$ cat src/rtl/mic3_spi_responder.sv
// SPI responder that emulates the Pmod MIC3 ADC 16-bit read frame, fed by a 12-bit sample handshake.
// Optional feature: define MIC3_EMU_UNDERRUN_EN to add underrun / underrun_sticky outputs.
module mic3_spi_responder #(
   parameter int unsigned SYNC_STAGES = 2,
   parameter logic        IDLE_MISO   = 1'b0
) (
   input  logic        clk,
   input  logic        rst,
   input  logic [11:0] sample_in,
   input  logic        sample_valid,
   output logic        sample_ready,
   input  logic        CS,
   input  logic        SCLK,
   output logic        MISO,
   output logic        MISO_oe,
   output logic        frame_done,
   output logic        aborted
`ifdef MIC3_EMU_UNDERRUN_EN
   ,
   output logic        underrun,
   output logic        underrun_sticky
`endif
);

   localparam int unsigned SAMPLE_W = 12;
   localparam int unsigned FRAME_W  = 16;
   localparam int unsigned CNT_W    = 4;
   localparam int unsigned PAD_W    = FRAME_W - SAMPLE_W;

   typedef enum logic [1:0] {
      ST_IDLE  = 2'd0,
      ST_SHIFT = 2'd1,
      ST_DONE  = 2'd2
   } state_t;

   logic [SYNC_STAGES-1:0] cs_sync_q, cs_sync_d;
   logic [SYNC_STAGES-1:0] sclk_sync_q, sclk_sync_d;
   logic                   cs_prev_q, sclk_prev_q;
   logic                   cs_s, sclk_s;
   logic                   cs_fall, cs_rise, sclk_fall;

   state_t                 state_q, state_d;
   logic [FRAME_W-1:0]     shift_q, shift_d;
   logic [CNT_W-1:0]       bitcnt_q, bitcnt_d;
   logic                   miso_q, miso_d;
   logic                   miso_oe_q, miso_oe_d;
   logic                   frame_done_q, frame_done_d;
   logic                   aborted_q, aborted_d;
   logic [SAMPLE_W-1:0]    hold_q, hold_d;
   logic                   ready_q, ready_d;
   logic [SAMPLE_W-1:0]    last_q, last_d;
   logic                   load;
   logic [SAMPLE_W-1:0]    word_sel;
   logic [FRAME_W-1:0]     frame_word;
`ifdef MIC3_EMU_UNDERRUN_EN
   logic                   underrun_q, underrun_d;
   logic                   sticky_q, sticky_d;
`endif

   // Synchronisers shift the async pins in at the LSB; the MSB is the clean copy.
   always_comb begin
      if (SYNC_STAGES > 1) begin
         cs_sync_d   = {cs_sync_q[SYNC_STAGES-2:0], CS};
         sclk_sync_d = {sclk_sync_q[SYNC_STAGES-2:0], SCLK};
      end else begin
         cs_sync_d   = {SYNC_STAGES{CS}};
         sclk_sync_d = {SYNC_STAGES{SCLK}};
      end
   end

   assign cs_s      = cs_sync_q[SYNC_STAGES-1];
   assign sclk_s    = sclk_sync_q[SYNC_STAGES-1];
   assign cs_fall   = cs_prev_q & ~cs_s;
   assign cs_rise   = ~cs_prev_q & cs_s;
   assign sclk_fall = sclk_prev_q & ~sclk_s;

   // Next-state, shifter and holding-register logic.
   always_comb begin
      state_d      = state_q;
      shift_d      = shift_q;
      bitcnt_d     = bitcnt_q;
      miso_d       = miso_q;
      miso_oe_d    = miso_oe_q;
      frame_done_d = 1'b0;
      aborted_d    = 1'b0;
      hold_d       = hold_q;
      ready_d      = ready_q;
      last_d       = last_q;
      load         = 1'b0;
      word_sel     = last_q;
      frame_word   = '0;
`ifdef MIC3_EMU_UNDERRUN_EN
      underrun_d   = 1'b0;
      sticky_d     = sticky_q;
`endif

      case (state_q)
         ST_IDLE: begin
            if (cs_fall) begin
               load    = 1'b1;
               state_d = ST_SHIFT;
            end
         end
         ST_SHIFT: begin
            // A CS rise outranks a coincident SCLK fall.
            if (cs_rise) begin
               aborted_d = 1'b1;
               miso_oe_d = 1'b0;
               miso_d    = IDLE_MISO;
               state_d   = ST_IDLE;
            end else if (sclk_fall) begin
               if (bitcnt_q == CNT_W'(FRAME_W - 1)) begin
                  miso_oe_d    = 1'b0;
                  miso_d       = IDLE_MISO;
                  frame_done_d = 1'b1;
                  state_d      = ST_DONE;
               end else begin
                  bitcnt_d = bitcnt_q + CNT_W'(1);
                  shift_d  = {shift_q[FRAME_W-2:0], 1'b0};
                  miso_d   = shift_q[FRAME_W-2];
               end
            end
         end
         ST_DONE: begin
            if (cs_rise) begin
               state_d = ST_IDLE;
            end
         end
         default: begin
            state_d = ST_IDLE;
         end
      endcase

      // Frame source priority: holding register, same-cycle bypass, then replay.
      if (load) begin
         if (!ready_q) begin
            word_sel = hold_q;
            ready_d  = 1'b1;
         end else if (sample_valid) begin
            word_sel = sample_in;
         end else begin
            word_sel = last_q;
`ifdef MIC3_EMU_UNDERRUN_EN
            underrun_d = 1'b1;
            sticky_d   = 1'b1;
`endif
         end
         frame_word = {{PAD_W{1'b0}}, word_sel};
         last_d     = word_sel;
         shift_d    = frame_word;
         miso_d     = frame_word[FRAME_W-1];
         miso_oe_d  = 1'b1;
         bitcnt_d   = '0;
      end else if (sample_valid && ready_q) begin
         hold_d  = sample_in;
         ready_d = 1'b0;
      end
   end

   always_ff @(posedge clk or negedge rst) begin
      if (!rst) begin
         cs_sync_q    <= '1;
         sclk_sync_q  <= '1;
         cs_prev_q    <= 1'b1;
         sclk_prev_q  <= 1'b1;
         state_q      <= ST_IDLE;
         shift_q      <= '0;
         bitcnt_q     <= '0;
         miso_q       <= IDLE_MISO;
         miso_oe_q    <= 1'b0;
         frame_done_q <= 1'b0;
         aborted_q    <= 1'b0;
         hold_q       <= '0;
         ready_q      <= 1'b1;
         last_q       <= '0;
`ifdef MIC3_EMU_UNDERRUN_EN
         underrun_q   <= 1'b0;
         sticky_q     <= 1'b0;
`endif
      end else begin
         cs_sync_q    <= cs_sync_d;
         sclk_sync_q  <= sclk_sync_d;
         cs_prev_q    <= cs_s;
         sclk_prev_q  <= sclk_s;
         state_q      <= state_d;
         shift_q      <= shift_d;
         bitcnt_q     <= bitcnt_d;
         miso_q       <= miso_d;
         miso_oe_q    <= miso_oe_d;
         frame_done_q <= frame_done_d;
         aborted_q    <= aborted_d;
         hold_q       <= hold_d;
         ready_q      <= ready_d;
         last_q       <= last_d;
`ifdef MIC3_EMU_UNDERRUN_EN
         underrun_q   <= underrun_d;
         sticky_q     <= sticky_d;
`endif
      end
   end

   assign sample_ready = ready_q;
   assign MISO         = miso_q;
   assign MISO_oe      = miso_oe_q;
   assign frame_done   = frame_done_q;
   assign aborted      = aborted_q;
`ifdef MIC3_EMU_UNDERRUN_EN
   assign underrun        = underrun_q;
   assign underrun_sticky = sticky_q;
`endif

endmodule

$ cat config.mk
export PLATFORM = sky130hd
export DESIGN_NAME = mic3_spi_responder
export DESIGN_NICKNAME = d
export VERILOG_FILES = /design/src/rtl/mic3_spi_responder.sv
export SDC_FILE = /design/constraint.sdc
export NUM_CORES = 1
export LEC_CHECK = 0
export ABC_AREA = 1
export CAP_MARGIN = 0
export CORE_UTILIZATION = 45
export CTS_CLUSTER_DIAMETER = 200
export CTS_CLUSTER_SIZE = 20
export DETAILED_ROUTE_END_ITERATION = 8
export PLACE_DENSITY = 0.71
export SLEW_MARGIN = 20
export SYNTH_ARGS = -nofsm -noshare
export SYNTH_HDL_FRONTEND = slang
export SYNTH_SLANG_ARGS = --single-unit
$ cat constraint.sdc
create_clock -name clk -period 1.64 [get_ports clk]
set_input_delay 0.328 -clock clk [delete_from_list [all_inputs] [get_ports clk]]
set_output_delay 0.328 -clock clk [all_outputs]
set_load 0.01 [all_outputs]
==> metrics.sh, run 1 <==
RESULT_OF_THE_RUN='finished clean'
POSTSYNTHNETCOUNT=334
SYN_AREA_PER_CELL_UM2=8.192
POST_SYNTH_EDFFS=0
PWR_DENSITY_CELL_nW_PER_UM2=1291
PATH_BUF_INV=1
WORST_PATH_MAX_DELAY_CELL='clkdlybuf4s50_1'
CLOCK-SKEW-FINAL_PS=9.468
SW_FRAC_OF_TOTAL_PCT=30.88
DIE-HEIGHT_UM=77.85
CLOCKPOWERSHARE_PCT=23.0
WORST_SKEW_PAIR.LATE_LATENCY_PS=300
CELLINTERNALPOWER_mW=2.673
FIN_CELLS=413
SYNTH.YOSYS.SEQ_AREA_SHARE_PCT=54.47
POST_DP_CELL_AREA_UM2=2875
SLEW_HEADROOM_PCT=75.56
DIE_OUTLINE_WIDTH_UM=77.85
FLOORPLAN.IO_PINS=22
FINAL_CRITICAL_PATH_SETUP_SLACK_PS=111.9
WORSTPATHARRIVAL_PS=1200
ROOT_BUFFER='clkbuf_8'
ANTENNA_FOUND_INITIAL=0
REMAINING_DRC_ERRORS=0
FINAL-HOLD-VIOLATION-COUNT=0
YS_DOMINANT_REG_CELL='dfrtp_1'
DRV_CAP=0
SYNTH_AREA_UM2=2589
COUNT_OF_H_TREE_LEVELS_BUILT_DURING_CTS=2
TIMING_MAX_TRANSITION_VIOLATIONS_FINAL=0
CRITICAL_PATH.CELL_CHAIN='clkdlybuf4s50_1'
LAYOUT-DRIVE-GT1-SHARE_PCT=10.85
CTS-ROOT-TO-SINK-BUFFERS=2
INITIAL_CORE_UTIL_PCT=46.73
NUMBER_OF_DIODES_ADDED_FOR_ANTENNA_FIXING=0
CRITPATHKIND='reg2out'
SETUP_VIOL=0
TIMING.SETUP.TNS_PS=0
FIN_CRIT_PS=1528
TIMING.CRITICAL_PATH.FROM_TYPE='register'
DIE_AREA_UM2=6060
CRITICAL-PATH-MAX-STAGE-DELAY_PS=540
SYNTH.FF_LATCH_COUNT=56
POST-SYNTH-TOP-AREA-FRACTION_PCT=47.37
REPORT.POWER.TOTAL_mW=3.868
MIN_PATH_TYPE='reg2reg'
SYNTH_AREA_LEADER_CELL='dfrtp_1'
GP_CONGESTION=0.7711
PORT_BUFFERS=21
NUMBER_OF_BUFFERS_CREATED_BY_CTS=5
FINAL.HOLD.WORST_SLACK_PS=361.1
END_KIND='output pin'
AVGVIACOUNTPERCELL=4.823
SYNTH_ASYNC_SR_FLOP_SHARE_PCT=100.0
P_SWITCHING_mW=1.194
DP.CELLS=404
GRT_FIRST_PASS_WIRELENGTH_UM=8314
STD_CELL_ROWS=27
SYNTHTOLAYOUTAREAGROWTH_PCT=15.71
HPWLAFTERDP_UM=3249
DESIGN.FINAL.NETS=358
RSZ_0062_RAISED_AFTER_GLOBAL_ROUTING='false'
POWER_LEAKAGE_nW=1.609
VDD_IR_DROP_MAX_V=0.0004505
POST_SYNTH_MOST_FREQUENT_CELLS='nand2_1, dfrtp_1, nand3_1, inv_1'
SEQUENTIALPOWERSHARE_PCT=52.6
CLK_PIN_SLEW_PS=100
POST_SYNTHESIS_INSTANCE_TOTAL=316
FIRST_DRT_ITERATION_DRCS=98
GRT_MAX_DEGREE=43
WORSTPATHMAXFANOUT=2
NETLIST-CELL-TYPE-COUNT=23
DETAIL_ROUTE_ANTENNA_NETS=0
GRT_OVERFLOW=0
MAX_SLEW.WORST_PIN.SLEW_PS=366.2
VIAS=1992
POST_DRT_WL_PER_CELL_UM=11.10
GLOBALROUTETOTALUTIL_PCT=17.16
CORE_REGION_AREA_UM2=5540
TRITONCTS='done'
SHARE_OF_POWER_BURNED_IN_COMBINATIONAL_LOGIC_PCT=24.4
LEADING_POST_SYNTHESIS_CELLS_BY_CELL_AREA='dfrtp_1, nand2_1, nand3_1'
CRIT_REQUIRED_PS=1310
CLOCK.FMAX_MHz=654.4
ROUTE.FINAL.WIRE_LENGTH_UM=4583
FINAL_DESIGN_AREA_NO_FILL_UM2=2995
FIRST_PASS_ITERATION_COUNT_OF_THE_DETAILED_ROUTER=4
FIRST_GLOBAL_VIAS=1869
CRITICAL_PATH.TOP_DELAY_FAMILY='buffers and inverters'
CLOCK-SINKS=56
MOST_REPEATED_CELL_IN_THE_GATE_LEVEL_NETLIST_AFTER_SYNTHESIS='nand2_1'
YOSYS_WARNINGS=0
LAYOUT_WORST_PATH_CYCLE_SHARE_PCT=93.18
UTILIZATION_PCT=54.07
DETAILEDPLACE.WORSTSLACK_PS=37.09
## kinds of logic (layout without fill, tap and decap cells)
| kind of cell | Yosys count | in the layout | synth area share (%) |
|---|---|---|---|
| flip-flops | 56 | 56 | 54.47 |
| XOR/XNOR | 1 | 1 | 0.3384 |
| adder cells (fa/ha/maj) | 1 | 1 | 0.4832 |
| AND/OR/NAND/NOR | 201 | 201 | 33.35 |
| buffers and inverters | 37 | 62 | 7.346 |
| AO/OA/AOI/OAI | 20 | 20 | 4.012 |
## path summary, 6_finish.rpt
kind                                      from        endpoint  slack [ps]  depth (start not counted)
worst min-delay path            sclk_sync_q[0]  sclk_sync_q[1]         360                          0
min in group asynchronous                  rst     bitcnt_q[3]         460                          2
max in group asynchronous                  rst    sample_ready         580                          3
worst min register to register  sclk_sync_q[0]  sclk_sync_q[1]         360                          0
worst max register to register     bitcnt_q[0]      shift_q[7]         180                          7
worst max-delay path                      MISO            MISO         110                          1
## cells in the final DEF (no fill, tap or decap)
cell and instances:
nor2_8 2, clkinv_2 1, nand3_2 2, buf_2 1, nand2_4 1, nand3_1 39, dfrtp_1 49, nor2_2 1
clkbuf_8 5, bufinv_16 1, ha_1 1, inv_4 1, dlygate4sd3_1 1, o21ai_1 8, inv_2 2, nand2_2 2
buf_12 2, dlygate4sd2_1 1, dfstp_2 7, o21ai_0 10, nand2_1 144, xor2_1 1, a21oi_1 1, nor2_1 10
o21ai_2 1, buf_4 7, inv_1 20, clkdlybuf4s50_1 19, clkinvlp_4 1
## routing by layer
metal  vias up  routed length, um  GRT usage, %
met5         -                  0             0
li1       1034                  -             -
met4         0                 49         5.283
met3         5                139         3.529
met2        33               2090         27.43
met1       920               2304         23.35
## flip-flops by register name, summed over array words and instances, names as in the netlist
| signal | flops |
|---|---|
| MISO | 1 |
| MISO_oe | 1 |
| aborted | 1 |
| bitcnt_q | 4 |
| cs_prev_q | 1 |
| cs_sync_q | 2 |
| frame_done | 1 |
| hold_q | 12 |
| last_q | 12 |
| sample_ready | 1 |
| sclk_prev_q | 1 |
| sclk_sync_q | 2 |
| shift_q | 15 |
| state_q | 2 |
## what timing repair did
action                                  4_1_cts  5_1_grt
endpoints found under the setup margin        1        0
hold buffers                                  1        0
endpoints found under the hold margin        11        0
resized for setup                             1        0
setup buffers                                 0        0
## cell type report
class                           instances  area [um2]
Inverter                               23       88.84
Sequential cell                        56        1410
Tap cell                               72       90.09
Fill cell                             536        2545
Timing Repair Buffer                   31       306.5
Clock inverter                          3       42.54
Clock buffer                            5       68.82
Multi-Input combinational cell        223       988.4
## power groups by stage
stage	registers [mW]	clock network [mW]	logic, mW
after CTS	2.04	0.918	0.957
final	2.03	0.889	0.944
after floorplan	2.01	0	0.728
after global routing	2.09	0.961	1.12
after detailed placement	2.06	0	0.953
after global placement	2.05	0	0.930
(Power assumes the default switching activity.)
==> run 2: changes to the inputs <==
- CORE_UTILIZATION: 45 -> 57
- PLACE_DENSITY: 0.71 -> 0.86
==> metrics.sh, run 2 (synthesized netlist as in run 1, its figures left out) <==
RESULT_OF_THE_RUN='finished clean'
LARGEST_REGISTER_FFS=15  # unchanged
GRT_OVERFLOW=0  # unchanged
DIE_OUTLINE_WIDTH_UM=69.39  # -11%
REG2REG_FROM='cs_sync_q[1]'
LAYOUT-DRIVE-GT1-SHARE_PCT=10.26  # -0.59 points
CELLINTERNALPOWER_mW=2.566  # -4.0%
END_KIND='output pin'
LAYOUT.CELLS.MOST_COMMON_LIST='nand2_1, dfrtp_1, nand3_1'
STD_CELL_ROWS=24  # -11%
CLOCKPOWERSHARE_PCT=20.2  # -2.8 points
DRV_CAP=0  # unchanged
HOLD_PATH_ORIGIN='cs_sync_q[0]'
WORST_PATH_MAX_DELAY_CELL='clkdlybuf4s50_1'
GLOBALROUTETOTALUTIL_PCT=22.44  # +5.3 points
FIRST_DRT_ITERATION_DRCS=125  # +28%
COUNT_OF_H_TREE_LEVELS_BUILT_DURING_CTS=2  # unchanged
WORST_HOLD_PATH_ENDPOINT='cs_sync_q[1]'
GP_CONGESTION=0.7787  # +0.99%
ROUTE.FINAL.WIRE_LENGTH_UM=4845  # +5.7%
DESIGN.FINAL.NETS=358  # unchanged
MIN_DELAY_PATH_DEPTH=0  # unchanged
CLOCK-SKEW-FINAL_PS=12.39  # +2.925 ps
WORSTPATHARRIVAL_PS=1200  # about the same
FIRST_GLOBAL_VIAS=2011  # +7.6%
FINAL_CRITICAL_PATH_SETUP_SLACK_PS=109.7  # -2.163 ps
SLEW_HEADROOM_PCT=75.23  # -0.33 points
REMAINING_DRC_ERRORS=0  # unchanged
CLOCK.FMAX_MHz=653.5  # -0.14%
LAYOUT_WORST_PATH_CYCLE_SHARE_PCT=93.31  # +0.13 points
ANTENNA_FOUND_INITIAL=0  # unchanged
P_SWITCHING_mW=1.211  # +1.4%
CLK_PIN_SLEW_PS=90  # about the same
PATH_BUF_INV=1  # unchanged
AVGVIACOUNTPERCELL=5.346  # +11%
FILLER_CELL_COUNT=355  # -34%
FINAL-HOLD-VIOLATION-COUNT=0  # unchanged
DIE_AREA_UM2=4815  # -21%
NUMBER_OF_BUFFERS_CREATED_BY_CTS=5  # unchanged
RSZ_0062_RAISED_AFTER_GLOBAL_ROUTING='false'
FIRST_PASS_ITERATION_COUNT_OF_THE_DETAILED_ROUTER=4  # unchanged
REPORT.POWER.TOTAL_mW=3.778  # -2.3%
SHARE_OF_POWER_BURNED_IN_COMBINATIONAL_LOGIC_PCT=25.6  # +1.2 points
UTILIZATION_PCT=67.73  # +14 points
CRITICAL_PATH.CELL_CHAIN='clkdlybuf4s50_1'
MIN_PATH_TYPE='reg2reg'
CLOCK-SINKS=56  # unchanged
ROOT_BUFFER='clkbuf_8'
WORST_R2R_ENDPOINT='shift_q[2]'
DETAILEDPLACE.WORSTSLACK_PS=15.58  # -21.51 ps
TIMING.SETUP.TNS_PS=0  # unchanged
WORST_SKEW_PAIR.LATE_LATENCY_PS=310  # about the same
GRT_FIRST_PASS_WIRELENGTH_UM=8673  # +4.3%
SEQUENTIALPOWERSHARE_PCT=54.2  # +1.6 points
SETUP_VIOL=0  # unchanged
FLOORPLAN.IO_PINS=22  # unchanged
CORE_REGION_AREA_UM2=4354  # -21%
CRITICAL-PATH-MAX-STAGE-DELAY_PS=540  # about the same
TIMING_MAX_TRANSITION_VIOLATIONS_FINAL=0  # unchanged
TIMING.CRITICAL_PATH.FROM_TYPE='register'
TRITONCTS='done'
SW_FRAC_OF_TOTAL_PCT=32.06  # +1.2 points
PORT_BUFFERS=21  # unchanged
PWR_DENSITY_CELL_nW_PER_UM2=1281  # -0.80%
CRITICAL_PATH.TOP_DELAY_FAMILY='buffers and inverters'
HPWLAFTERDP_UM=3339  # +2.8%
WORST-R2R-SETUP-SLACK_PS=150  # -30 ps
CRIT_REQUIRED_PS=1310  # about the same
TOP_REGISTER='shift_q'
REGISTER_AREA_UM2=1410  # unchanged
SYNTHTOLAYOUTAREAGROWTH_PCT=13.92
VDD_IR_DROP_MAX_V=0.0005736  # +27%
VIAS=2101  # +5.5%
LARGEST_REGISTERS='shift_q (15), hold_q (12), last_q (12)'
WORSTPATHMAXFANOUT=2  # unchanged
NUMBER_OF_DIODES_ADDED_FOR_ANTENNA_FIXING=0  # unchanged
FIN_CRIT_PS=1530  # +2.163 ps
LAYOUT.CELLS.MOST_COMMON='nand2_1'
MULTI_INPUT_AREA_UM2=988.4  # unchanged
CRITPATHKIND='reg2out'
POST_DRT_WL_PER_CELL_UM=12.33  # +11%
MAX_SLEW.WORST_PIN.SLEW_PS=371.1  # +4.964 ps
RR_WORST_DEPTH=6  # -1
CTS-ROOT-TO-SINK-BUFFERS=2  # unchanged
GRT_MAX_DEGREE=44  # +2.3%
INITIAL_CORE_UTIL_PCT=59.45  # +13 points
POWER_LEAKAGE_nW=1.601  # -0.54%
DIE-HEIGHT_UM=69.39  # -11%
DETAIL_ROUTE_ANTENNA_NETS=0  # unchanged
## run 2: cell count changes in the layout (fill, tap and decap cells not counted), sizes merged
| cell | change |
|---|---|
| clkinv | -1 |
| clkinvlp | -1 |
| clkbuf | +3 |
| bufinv | -1 |
## run 2: final cells by class
class,instances,share of cell area [%]
inverter,23,3.012
sequential,56,47.81
tap,52,2.206
multi-input combinational,223,33.52
clock buffer,8,3.055
timing repair buffer,31,10.39
## run 2: how the worst max path moves through the flow
stage	start	endpoint	slack [ps]	cells after the start
4_1_cts	MISO_oe	MISO_oe	90	1
3_3_place_gp	sample_valid	shift_q[0]	50	6
2_1_floorplan	bitcnt_q[0]	shift_q[10]	260	8
6_report	MISO_oe	MISO_oe	110	1
5_1_grt	cs_sync_q[1]	shift_q[14]	40	6
3_5_place_dp	sample_valid	shift_q[7]	20	8
## run 2: through the flow
| step | std cells | hold slack (ps) | area [um2] |
|---|---|---|---|
| after CTS | 393 | 364.2 | 2949 |
| after detailed placement | 383 | 250.0 | 2843 |
| after floorplan | 316 | 32.41 | 2589 |
| after global routing | 393 | 368.7 | 2949 |
| final | 393 | 362.8 | 2949 |
| after global placement | 383 | 246.3 | 2843 |
## run 2: repair_timing
action,CTS,global route
buffers inserted,1,0
endpoints found under the setup margin,1,0
hold buffers,1,0
gates resized for setup,1,0
endpoints found under the hold margin,13,0
## run 2: metal layers
layer / share of wire [%] / up-vias / track usage [%] / wire [um]
li1: - / 1031 / - / -
met1: 44 / 985 / 29.52 / 2120
met2: 49 / 73 / 35.17 / 2358
met3: 5.6 / 12 / 5.669 / 270
met4: 2.0 / 0 / 9.977 / 96
met5: 0 / - / 0 / 0
## run 2: power groups by stage
stage               Combinational [mW]  Sequential (mW)  Clock [mW]
finish                           0.968             2.05       0.763
global route                      1.12             2.09       0.829
CTS                              0.983             2.04       0.787
detailed placement               0.961             2.07           0
global placement                 0.915             2.06           0
floorplan                        0.728             2.01           0
==> run 3: changes to the inputs <==
- CORE_UTILIZATION: 57 -> 58
- PLACE_DENSITY: 0.86 -> 0.87
- REMOVE_ABC_BUFFERS: unset -> 1
- clock period: 1.64 -> 1.95 ns (I/O delays scaled with it)
==> metrics.sh, run 3 (synthesized netlist as in run 1, its figures left out) <==
WORST-R2R-SETUP-SLACK_PS=320  # +170 ps
DETAILEDPLACE.WORSTSLACK_PS=209.4  # +193.8 ps
DRV_CAP=0  # unchanged
REG2REG_FROM='cs_sync_q[1]'
PATH_BUF_INV=1  # unchanged
LAYOUT-DRIVE-GT1-SHARE_PCT=10.06  # -0.20 points
FIN_CELLS=388  # -1.3%
STARTPOINT='sample_ready'
MAX_SLEW.WORST_PIN.SLEW_PS=501.9  # +130.7 ps
HPWLAFTERDP_UM=3286  # -1.6%
CRITICAL_PATH.TOP_DELAY_FAMILY='flip-flops'
CRITICAL_PATH.CELL_CHAIN='clkdlybuf4s50_1'
LAYOUT_WORST_PATH_CYCLE_SHARE_PCT=98.65
FINAL_CRITICAL_PATH_SETUP_SLACK_PS=26.35  # -83.39 ps
POWER_LEAKAGE_nW=1.591  # -0.57%
END_KIND='output pin'
NUMBER_OF_DIODES_ADDED_FOR_ANTENNA_FIXING=0  # unchanged
TOP_REGISTER='shift_q'
GRT_OVERFLOW=0  # unchanged
DIE-HEIGHT_UM=68.81  # -0.84%
CP_NUM_CELLS=1  # unchanged
CTS_POST_SETUP_BUFFERS_INSERTED=0  # -1
NUMBER_OF_BUFFERS_CREATED_BY_CTS=5  # unchanged
WORST_R2R_ENDPOINT='hold_q[3]'
VDD_IR_DROP_MAX_V=0.0007268  # +27%
RESULT_OF_THE_RUN='finished clean'
CLK_PIN_SLEW_PS=100  # about the same
FIRST_DRT_ITERATION_DRCS=131  # +4.8%
CRITICAL-PATH-MAX-STAGE-DELAY_PS=650  # +110 ps
TRITONCTS='done'
CLOCK-SKEW-FINAL_PS=6.129  # -6.264 ps
CTS-ROOT-TO-SINK-BUFFERS=2  # unchanged
WORST_SKEW_PAIR.LATE_LATENCY_PS=310  # about the same
COUNT_OF_H_TREE_LEVELS_BUILT_DURING_CTS=2  # unchanged
INITIAL_CORE_UTIL_PCT=62.47  # +3.0 points
LAYOUT.CELLS.MOST_COMMON='nand2_1'
DIE_AREA_UM2=4735  # -1.7%
CLOCK.FMAX_MHz=519.8
FIRST_GLOBAL_VIAS=1898  # -5.6%
MIN_PATH_TYPE='in2async'
PWR_DENSITY_CELL_nW_PER_UM2=1116  # -13%
ROOT_BUFFER='clkbuf_8'
ROUTED_WL_MET3_UM=176  # -35%
CRITICAL_PATH.ENDPOINT='sample_ready'
ROUTE.LAYER.MET1.WL_UM=2304  # +8.7%
TIMING.SETUP.TNS_PS=0  # unchanged
GRT_FIRST_PASS_WIRELENGTH_UM=8418  # -2.9%
GP_CONGESTION=0.8269  # +6.2%
LARGEST_REGISTER_FFS=15  # unchanged
TIMING_MAX_TRANSITION_VIOLATIONS_FINAL=0  # unchanged
FINAL-HOLD-VIOLATION-COUNT=0  # unchanged
LARGEST_REGISTERS='shift_q (15), hold_q (12), last_q (12)'
SYNTHTOLAYOUTAREAGROWTH_PCT=13.10
POST_CTS_RESIZED=0  # -1
SETUP_VIOL=0  # unchanged
POST_DRT_WL_PER_CELL_UM=12.63  # +2.5%
PORT_BUFFERS=21  # unchanged
WORSTPATHMAXFANOUT=11  # +9
FLOORPLAN.IO_PINS=22  # unchanged
DETAIL_ROUTE_ANTENNA_NETS=0  # unchanged
CRITPATHKIND='reg2out'
MAXUSEDROUTINGLAYER='met4'
DESIGN.FINAL.NETS=355  # -0.84%
ANTENNA_FOUND_INITIAL=0  # unchanged
TIMING.CRITICAL_PATH.FROM_TYPE='register'
VIAS=1985  # -5.5%
DP.CELLS=380  # -0.78%
WORST_PATH_MAX_DELAY_CELL='dfstp_2'
GRT_MAX_DEGREE=37  # -16%
CLOCK-SINKS=56  # unchanged
CRIT_REQUIRED_PS=1560  # +250 ps
FIRST_PASS_ITERATION_COUNT_OF_THE_DETAILED_ROUTER=4  # unchanged
AVGVIACOUNTPERCELL=5.116  # -4.3%
STD_CELL_ROWS=23  # -4.2%
RSZ_0062_RAISED_AFTER_GLOBAL_ROUTING='false'
MET2_LENGTH_UM=2371  # +0.55%
SLEW_HEADROOM_PCT=66.54  # -8.7 points
GLOBALROUTETOTALUTIL_PCT=24.44  # +2.0 points
RR_WORST_DEPTH=5  # -1
WORSTPATHARRIVAL_PS=1530  # +330 ps
LAYOUT.CELLS.MOST_COMMON_LIST='nand2_1, dfrtp_1, nand3_1'
FINAL.HOLD.WORST_SLACK_PS=37.26  # -325.5 ps
DIE_OUTLINE_WIDTH_UM=68.81  # -0.84%
FIN_CRIT_PS=1924
CORE_REGION_AREA_UM2=4144  # -4.8%
CTS_HOLD_BUFFERS=0  # -1
REPORT.POWER.TOTAL_mW=3.266  # -14%
ROUTE.FINAL.WIRE_LENGTH_UM=4901  # +1.2%
REMAINING_DRC_ERRORS=0  # unchanged
## run 3: cell count changes in the layout (fill, tap and decap cells not counted), sizes merged
cell	delta
dlygate4sd2	-1
clkdlybuf4s50	+1
clkinv	+1
clkbuf	-2
buf	-2
bufinv	+1
dlygate4sd3	-1
## run 3: area by class of cell
cell class / count / area (um2)
sequential: 56 / 1410
tap: 50 / 62.56
inverter: 23 / 88.84
clock inverter: 2 / 35.03
multi-input combinational: 223 / 988.4
clock buffer: 6 / 72.57
timing repair buffer: 28 / 270.3
fill: 298 / 1216
## run 3: worst register-to-register path, cell delays in order (launching register included)
cell and delay, ps:
dfstp_2 560, inv_1 50, nand3_2 220, nand3_2 420, nand2_1 180, o21ai_0 90
## run 3: report_power, final
part	switching, mW	internal (mW)
sequential	0.214	1.52
clock	0.361	0.382
combinational	0.452	0.341
total	1.03	2.24
## run 3: how the worst min path moves through the flow
| stage | endpoint | slack (ps) | cells past startpoint |
|---|---|---|---|
| 2_1_floorplan | MISO | 90 | 0 |
| 4_1_cts | hold_q[6] | 70 | 1 |
| 3_3_place_gp | sclk_sync_q[1] | 350 | 0 |
| 3_5_place_dp | cs_sync_q[1] | 350 | 0 |
| 5_1_grt | hold_q[8] | 80 | 1 |
| 6_report | hold_q[5] | 40 | 1 |
## run 3: metrics by stage
| stage | utilization [%] | area, um2 |
|---|---|---|
| after floorplan | - | 2487 |
| after global placement | 68.06 | 2820 |
| after detailed placement | 68.06 | 2820 |
| after CTS | 70.65 | 2928 |
| after global routing | 70.65 | 2928 |
| final | 70.65 | 2928 |
## run 3: layer usage
| metal | vias to the layer above | global-route usage (%) |
|---|---|---|
| met2 | 37 | 41.79 |
| li1 | 1027 | - |
| met4 | 0 | 8.163 |
| met3 | 6 | 3.454 |
| met5 | - | 0 |
| met1 | 915 | 31.93 |
